--- config.mk ---
export PLATFORM = sky130hd
export DESIGN_NAME = assertion_monitor
export DESIGN_NICKNAME = d
export VERILOG_FILES = /design/src/rtl/assertion_monitor.sv
export SDC_FILE = /design/constraint.sdc
export NUM_CORES = 1
export LEC_CHECK = 0
export ABC_AREA = 0
export BUFFER_PORTS_ARGS = -buffer_cell sky130_fd_sc_hd__buf_2
export CAP_MARGIN = 40
export CORE_ASPECT_RATIO = 2
export CORE_UTILIZATION = 59
export DETAILED_ROUTE_END_ITERATION = 10
export PLACE_DENSITY = 0.92
export SLEW_MARGIN = 5
export SYNTH_ARGS = -nofsm -noshare
export SYNTH_HDL_FRONTEND = slang
export SYNTH_SLANG_ARGS = --single-unit
--- constraint.sdc ---
create_clock -name clk -period 3 [get_ports clk]
set_clock_uncertainty 0.15 [all_clocks]
set_input_delay 0.45 -clock clk [delete_from_list [all_inputs] [get_ports clk]]
set_output_delay 0.45 -clock clk [all_outputs]
set_load 0.02 [all_outputs]
--- src/rtl/assertion_monitor.sv ---
// -----------------------------------------------------------------------------
// assertion_monitor
//
// Checker stage placed downstream of the counter block. After reset or clear
// it ignores `valid` for SETTLE clock edges, then treats every edge with
// valid==0 as a violation. It records:
//   - a sticky failure flag,
//   - the cycle number and `count` value of the first violation,
//   - a saturating total of violations.
// Test harnesses and formal scripts read these outputs as a pass/fail summary.
//
// Ports:
//   clk          in   rising-edge clock
//   rst          in   asynchronous, active-high reset
//   valid        in   upstream assertion result (0 = violation)
//   count        in   upstream count value, captured at the first violation
//   clear        in   synchronous clear; restarts monitoring, wins over valid==0
//   armed        out  1 while violations are being checked
//   fail         out  sticky flag, set by the first checked violation
//   fail_count   out  number of checked violations, saturating
//   first_cycle  out  cycle counter value at the first violation
//   first_count  out  `count` value at the first violation
//   state_dbg    out  current FSM state (0 SETTLE, 1 ARMED, 2 FAILED)
//
// Handshake: there is no handshake. `valid` is sampled on every rising edge
// while armed, and all outputs are registered (latency 1 from the edge).
// -----------------------------------------------------------------------------
module assertion_monitor #(
   parameter int CNT_W  = 4,
   parameter int CYC_W  = 16,
   parameter int ERR_W  = 8,
   parameter int SETTLE = 2
) (
   input  logic             clk,
   input  logic             rst,
   input  logic             valid,
   input  logic [CNT_W-1:0] count,
   input  logic             clear,
   output logic             armed,
   output logic             fail,
   output logic [ERR_W-1:0] fail_count,
   output logic [CYC_W-1:0] first_cycle,
   output logic [CNT_W-1:0] first_count,
   output logic [1:0]       state_dbg
);

   // Settle counter needs to hold SETTLE itself; keep at least one bit so the
   // SETTLE=0 build still has a legal (unused) register.
   localparam int SW = (SETTLE > 1) ? $clog2(SETTLE + 1) : 1;
   localparam logic [SW-1:0] SETTLE_INIT = SW'(SETTLE);

   typedef enum logic [1:0] {
      ST_SETTLE = 2'd0,
      ST_ARMED  = 2'd1,
      ST_FAILED = 2'd2
   } state_t;

   // With no settle window the monitor comes out of reset already armed.
   localparam state_t ST_INIT = (SETTLE == 0) ? ST_ARMED : ST_SETTLE;

   state_t           state_q,       state_d;
   logic [SW-1:0]    settle_cnt_q,  settle_cnt_d;
   logic [CYC_W-1:0] cycle_cnt_q,   cycle_cnt_d;
   logic             fail_q,        fail_d;
   logic [ERR_W-1:0] fail_count_q,  fail_count_d;
   logic [CYC_W-1:0] first_cycle_q, first_cycle_d;
   logic [CNT_W-1:0] first_count_q, first_count_d;

   always_ff @(posedge clk or posedge rst) begin
      if (rst) begin
         state_q       <= ST_INIT;
         settle_cnt_q  <= SETTLE_INIT;
         cycle_cnt_q   <= '0;
         fail_q        <= 1'b0;
         fail_count_q  <= '0;
         first_cycle_q <= '0;
         first_count_q <= '0;
      end else begin
         state_q       <= state_d;
         settle_cnt_q  <= settle_cnt_d;
         cycle_cnt_q   <= cycle_cnt_d;
         fail_q        <= fail_d;
         fail_count_q  <= fail_count_d;
         first_cycle_q <= first_cycle_d;
         first_count_q <= first_count_d;
      end
   end

   always_comb begin
      state_d       = state_q;
      settle_cnt_d  = settle_cnt_q;
      fail_d        = fail_q;
      fail_count_d  = fail_count_q;
      first_cycle_d = first_cycle_q;
      first_count_d = first_count_q;

      // Free-running edge counter, saturating so a long run never aliases
      // back onto small timestamps.
      cycle_cnt_d = (cycle_cnt_q == '1) ? cycle_cnt_q : cycle_cnt_q + CYC_W'(1);

      case (state_q)
         ST_SETTLE: begin
            settle_cnt_d = settle_cnt_q - SW'(1);
            if (settle_cnt_q == SW'(1)) begin
               state_d = ST_ARMED;
            end
         end
         ST_ARMED: begin
            if (!valid) begin
               fail_d        = 1'b1;
               first_cycle_d = cycle_cnt_q;  // pre-increment value
               first_count_d = count;
               fail_count_d  = ERR_W'(1);
               state_d       = ST_FAILED;
            end
         end
         ST_FAILED: begin
            if (!valid && (fail_count_q != '1)) begin
               fail_count_d = fail_count_q + ERR_W'(1);
            end
         end
         default: begin
            state_d = ST_INIT;
         end
      endcase

      // Clear overrides everything evaluated above, including a violation
      // sampled on the same edge.
      if (clear) begin
         state_d       = ST_INIT;
         settle_cnt_d  = SETTLE_INIT;
         cycle_cnt_d   = '0;
         fail_d        = 1'b0;
         fail_count_d  = '0;
         first_cycle_d = '0;
         first_count_d = '0;
      end
   end

   assign armed       = (state_q != ST_SETTLE);
   assign fail        = fail_q;
   assign fail_count  = fail_count_q;
   assign first_cycle = first_cycle_q;
   assign first_count = first_count_q;
   assign state_dbg   = state_q;

   // Simulation-only: an unknown `valid` while checking is a bench error.
   a_valid_known : assert property (@(posedge clk) disable iff (rst)
      (state_q != ST_SETTLE) |-> !$isunknown(valid));

endmodule

==> results of run 1 <==
[how the worst max path moves through the flow]
stage	from	slack [ns]	endpoint	depth (start not counted)
after floorplan	cycle_cnt_q[0]	1.02	cycle_cnt_q[15]	6
after global placement	cycle_cnt_q[0]	0.77	cycle_cnt_q[15]	5
after detailed placement	cycle_cnt_q[0]	0.70	cycle_cnt_q[15]	5
after CTS	cycle_cnt_q[0]	0.69	cycle_cnt_q[15]	5
after global routing	cycle_cnt_q[0]	0.55	cycle_cnt_q[15]	5
final	cycle_cnt_q[0]	0.69	cycle_cnt_q[15]	5
[worst max-delay path, cell delays in order, from the launching register on]
cell	delay, ns
dfrtp_1	0.47
ha_1	0.29
nand4_4	0.22
nor4_4	0.64
nor4_2	0.13
mux2_4	0.31
[cells in the mapped netlist, drive strengths merged, types with 3 or more instances]
| cell | count | share of area [%] |
|---|---|---|
| dfrtp | 48 | 52 |
| a21oi | 6 | 1.3 |
| mux2 | 3 | 1.6 |
| nor4 | 6 | 2.5 |
| ha | 3 | 1.6 |
| clkbuf | 5 | 0.80 |
| nor3b | 4 | 1.5 |
| inv | 6 | 0.97 |
| a22o | 20 | 7.5 |
| nor2 | 13 | 2.1 |
| nor2b | 4 | 1.1 |
| buf | 7 | 1.8 |
| nand4 | 3 | 1.7 |
| or4 | 3 | 0.97 |
| nand3 | 11 | 2.9 |
| o31ai | 6 | 1.9 |
| a221o | 3 | 1.3 |
| nand2 | 10 | 1.6 |
| o21ai | 5 | 1.1 |
| nor3 | 9 | 2.1 |
| and3 | 3 | 0.80 |
| and2 | 3 | 0.80 |
[metrics by stage]
step | util (%) | power (W) | instances
finish | 70.5 | 0.00133 | 298
global route | 70.5 | 0.00139 | 298
CTS | 70.5 | 0.00134 | 298
detailed placement | 67.5 | 0.000859 | 290
global placement | 67.5 | 0.000850 | 290
floorplan | - | 0.000814 | 208
[logic make-up after synthesis]
| family | count (synthesis) | share of synthesized area [%] |
|---|---|---|
| compound gates | 51 | 17.3 |
| xor+xnor | 3 | 1.13 |
| fa+ha+maj | 3 | 1.61 |
| buf+inv | 18 | 3.59 |
| flops | 49 | 52.6 |
| mux | 5 | 2.47 |
| simple gates | 79 | 21.2 |
[metal layers]
layer  vias to the layer above  GRT usage, %  part of all wire (%)
met1                       937          32.3                    37
met5                         -             0                     0
met2                        71          44.8                    56
met4                         0          13.5                   2.8
li1                        856             -                     -
met3                        14          6.00                   4.0
[layout by cell type (no fill, tap or decap), types with 2 or more instances in the layout]
cell / n
a21o_1: 2
buf_4: 4
dfrtp_1: 48
nand2_1: 10
and2_1: 3
o211a_1: 2
o31ai_1: 6
nand3b_1: 2
a211o_1: 2
or3_1: 2
inv_1: 5
xor2_1: 2
or2_2: 2
a22o_1: 20
nor2b_1: 4
o21ai_0: 3
nor3b_1: 3
nor3_1: 8
and3_1: 3
nor2_1: 13
nor4_1: 4
mux2_1: 2
o21ai_1: 2
mux2i_1: 2
ha_1: 3
clkbuf_8: 6
buf_2: 39
or4_1: 3
a221o_1: 3
nand3_1: 10
a21oi_1: 6
o211ai_1: 2
[sequential cells by signal, summed over array words and instances, names as in the netlist]
name,cells
fail_count,8
state_dbg,2
settle_cnt_q,2
cycle_cnt_q,16
first_cycle,16
first_count,4
fail,1
[cell type report]
type | count | area, sq um
inverter | 6 | 22.5
tap | 51 | 63.8
clock inverter | 1 | 30.0
fill | 292 | 1120
clock buffer | 7 | 86.3
multi-input combinational | 141 | 1030
sequential | 49 | 1230
timing repair buffer | 43 | 225
[power by group]
group | switching, W | internal [W]
Combinational | 0.0000885 | 0.0000467
Sequential | 0.0000245 | 0.000686
Clock | 0.000212 | 0.000272
==> metrics.txt, run 1 <==
GPL Wtd Cong 0.874; initial antenna violation count 0; Max Slew Vio Count 0; syn_area_per_cell 11.2 sq um; ant diodes 0; Setup Viol. Count Final 0; Netlist cell types 52; GRT Total Usage 27.6%; vias in the first global route 1730; status complete, no violations; async set or reset register ratio after synthesis 100%; R2R Path Start cycle_cnt_q[0]; Routed WL 5.17 mm; Worst VDD drop 0.367 mV; Resized Gates After CTS 0; htree depth 2; CTS root buf clkbuf_8; Initial Utilization 61.3%; global-route wire length before repair 8.45 mm; Post-DP HPWL 3.59 mm; Critical Path RT 3.05 ns; Final Hold Viols 0; Synth Flop Type dfrtp_1; share of cells above drive strength 1 25.9%; post-route ant nets 0; yosys warns 0; final worst slack 0.686 ns; type of the worst setup path reg -> reg; Port Buf Inserts 39; r2r setup slk 0.69 ns; CTS tree yes; Rows 32; crit end category flop; largest net degree at the start of global routing 27; Seq/Total Area, Yosys 52.6%; total gr overflow 0; R2R depth 5; RSZ-0062 raised after global routing no; worst slack at placement 0.700 ns; final setup TNS 0 ns; Hold Crit Class in -> async; DR WL/cell 17.3 um; Layout Area Growth over Synthesis 15.0%; Yosys reg bits 49; fin area 2680 sq um; final period utilization 77.1%; Hold Slack 0.0206 ns; post-synth net total 219; IO Count 40; Slew HR 50.6%; Worst-Skew Late Latency 0.30 ns; total of max-cap violations 0; fin crit period 2.31 ns; Post-synth EDFFs 0; RR Endpoint cycle_cnt_q[15]; die width 46.5 um; vias 1878; Die Y-Extent 90.9 um; fmax 0.432 GHz; Post-CTS Setup Inserts 0; mapped cell area 2330 sq um; core area 3800 sq um; clock sinks 49; Die ar. 4220 sq um; Vias/cell 6.30; Worst EP arrival 2.36 ns; Post-Syn Instances 208; DRT Pass-1 Iters 4; Pwr Density 496 nW/um^2; Placed Instance Area 2570 sq um; DRT iter0 DRCs 89; DR DRC count 0; Post-layout nets 257; CTS Hold Bufs 0; CTS buffer count 5; Static Leak 1.35 nW; worst slew pin tran 0.738 ns; maximum root-to-sink buffer count 2; Worst Setup Start Kind flop; Clock Pin Slew Worst Setup and Hold Paths 0.09 ns; crit-path max FO 11
(Power assumes the default switching activity.)
==> run 2, diff against run 1 <==
--- a/config.mk
+++ b/config.mk
@@ -5,13 +5,13 @@
 export SDC_FILE = /design/constraint.sdc
 export NUM_CORES = 1
 export LEC_CHECK = 0
-export ABC_AREA = 0
+export ABC_AREA = 1
 export BUFFER_PORTS_ARGS = -buffer_cell sky130_fd_sc_hd__buf_2
 export CAP_MARGIN = 40
 export CORE_ASPECT_RATIO = 2
-export CORE_UTILIZATION = 59
+export CORE_UTILIZATION = 51
 export DETAILED_ROUTE_END_ITERATION = 10
-export PLACE_DENSITY = 0.92
+export PLACE_DENSITY = 0.85
 export SLEW_MARGIN = 5
 export SYNTH_ARGS = -nofsm -noshare
 export SYNTH_HDL_FRONTEND = slang
==> constraint.sdc (replaced) <==
create_clock -name clk -period 1.9 [get_ports clk]
set_clock_uncertainty 0.15 [all_clocks]
set_input_delay 0.285 -clock clk [delete_from_list [all_inputs] [get_ports clk]]
set_output_delay 0.285 -clock clk [all_outputs]
set_load 0.02 [all_outputs]
==> metrics.txt, run 2 <==
Yosys reg bits 49; CTS tree yes; Worst Setup Start Kind flop; DR DRC count 0; Vias/cell 5.25; Post-synth EDFFs 0; Critical Path RT 1.99 ns; switching share of power 25.0%; vias 2174; register area 1230 sq um; syn_area_per_cell 7.92 sq um; largest net degree at the start of global routing 32; post-route ant nets 0; Routed WL 5.34 mm; commonest non-fill, non-tap cell in the layout nand2_1; Port Buf Inserts 39; Post-Syn Instances 315; total gr overflow 0; share of cells above drive strength 1 21.7%; ant diodes 0; Worst-Skew Late Latency 0.30 ns; core area 4640 sq um; Psw 0.000565 W; Internal 0.00169 W; Final Hold Viols 0; total of max-cap violations 0; R2R depth 5; Seq/Total Area, Yosys 49.2%; Post-synth top cells 105 x nand2_1, 48 x dfrtp_1, 38 x nand3_1; count leader, synth nand2_1; maximum root-to-sink buffer count 2; fin crit period 1.77 ns; multi-input combinational cell area 1110 sq um; worst hold path stage count 3; Non-Filler Instances 414; Rows 35; vias in the first global route 2114; Die ar. 5190 sq um; Setup Viol. Count Final 0; Layout Area Growth over Synthesis 15.9%; type of the worst setup path reg -> reg; crit-path max FO 13; htree depth 2; Initial Utilization 53.7%; DRT Pass-1 Iters 4; Area contributors post-synth dfrtp_1 48%, nand2_1 16%, nand3_1 7.6%, nor2_1 4.5%, inv_1 3.8%; post-synth top area share 48.2%; Netlist cell types 27; most frequent cells in the layout 105 x nand2_1, 48 x dfrtp_1, 39 x buf_2, 38 x nand3_1, 30 x nor2_1; Synth Flop Type dfrtp_1; Clk pwr share 38.3%; GRT Total Usage 24.0%; CTS root buf clkbuf_8; fmax 0.564 GHz; Slew HR 71.3%; share of power burned in registers 49.6%; Static Leak 1.53 nW; Comb power frac 12.1%; CTS buffer count 5; Max Slew Vio Count 0; Pwr Density 781 nW/um^2; initial antenna violation count 0; DRT iter0 DRCs 45; die width 51.4 um; Worst EP arrival 1.86 ns; status complete, no violations; async set or reset register ratio after synthesis 100%; IO Count 40; Clock Pin Slew Worst Setup and Hold Paths 0.09 ns; Cells after DPL 405; DR WL/cell 12.9 um; Post-CTS Setup Inserts 0; post-synth net total 326; Post-DP HPWL 4.13 mm; cell taking the most area after synthesis dfrtp_1; RSZ-0062 raised after global routing yes; yosys warns 0; Hold Crit Class in -> reg; final period utilization 93.3%; Resized Gates After CTS 0; Hold Slack 0.0629 ns; Worst VDD drop 0.728 mV; Die Y-Extent 101 um; Overall Power 0.00226 W; crit end category flop; Fill cells 459; Post-layout nets 369; global-route wire length before repair 9.38 mm; worst slew pin tran 0.430 ns; GPL Wtd Cong 0.952; mapped cell area 2490 sq um; clock sinks 49
[run 2: cell count changes in the layout (fill, tap and decap cells not counted), moves of 8 or more]
cell / change
a22o_1: -20
o21ai_2: +8
nor2_1: +17
inv_1: +19
nand3_1: +28
nand2_1: +95
[run 2: logic make-up after synthesis]
family / share of synthesized area, %
and+or+nand+nor: 35.5
DFF: 49.2
buffers and inverters: 6.27
AOI/OAI and AO/OA: 7.18
adders and majority gates: 1.51
xor gates and xnor gates: 0.351
[run 2: timing repair]
action | 4_1_cts | 5_1_grt
hold endpoints to repair | 17 | 0
setup endpoints to repair | 0 | 8
hold buffers | 1 | 0
[run 2: power groups by stage]
stage | logic [W] | clock network (W) | registers (W)
final | 0.000273 | 0.000863 | 0.00112
after detailed placement | 0.000276 | 0 | 0.00114
after floorplan | 0.000156 | 0 | 0.00117
after CTS | 0.000279 | 0.000888 | 0.00112
after global routing | 0.000311 | 0.000912 | 0.00113
after global placement | 0.000271 | 0 | 0.00114
[run 2: worst max-delay path, stage by stage (launching register included)]
cell	delay, ns
dfrtp_1	0.44
ha_1	0.27
nand3_2	0.15
nor3_4	0.27
nand3_2	0.27
nand2_1	0.15
[run 2: worst paths after layout]
path                                 from               to  slack (ns)
max                        cycle_cnt_q[0]  cycle_cnt_q[10]        0.13
min                              count[1]   first_count[1]        0.06
max reg2reg                cycle_cnt_q[0]  cycle_cnt_q[10]        0.13
min reg2reg                first_count[2]   first_count[2]        0.33
max in group asynchronous             rst  first_cycle[15]        0.73
min in group asynchronous             rst  settle_cnt_q[0]        0.37
[run 2: layout make-up]
cell class	count	share of cell area, %
multi-input cells	230	38.4
repair buffers	43	8.32
well taps	55	2.38
inverters	29	3.77
clock inverters	3	2.25
clock buffers	5	2.38
flip-flops and latches	49	42.5
[run 2: layer usage]
metal / routed length [um] / global-route usage (%) / vias up
li1: - / - / 1096
met1: 1980 / 25.0 / 1026
met2: 3100 / 46.0 / 40
met3: 132 / 3.47 / 12
met4: 126 / 9.36 / 0
met5: 0 / 0 / -
[run 2: stage by stage]
stage | cell area (sq um) | TNS (ns) | setup slack (ns) | util (%)
floorplan | 2490 | 0 | 0.292 | -
global placement | 2750 | 0 | 0.184 | 59.1
detailed placement | 2750 | 0 | 0.134 | 59.1
CTS | 2890 | 0 | 0.116 | 62.2
global route | 2890 | -0.131 | -0.0259 | 62.2
finish | 2890 | 0 | 0.128 | 62.2
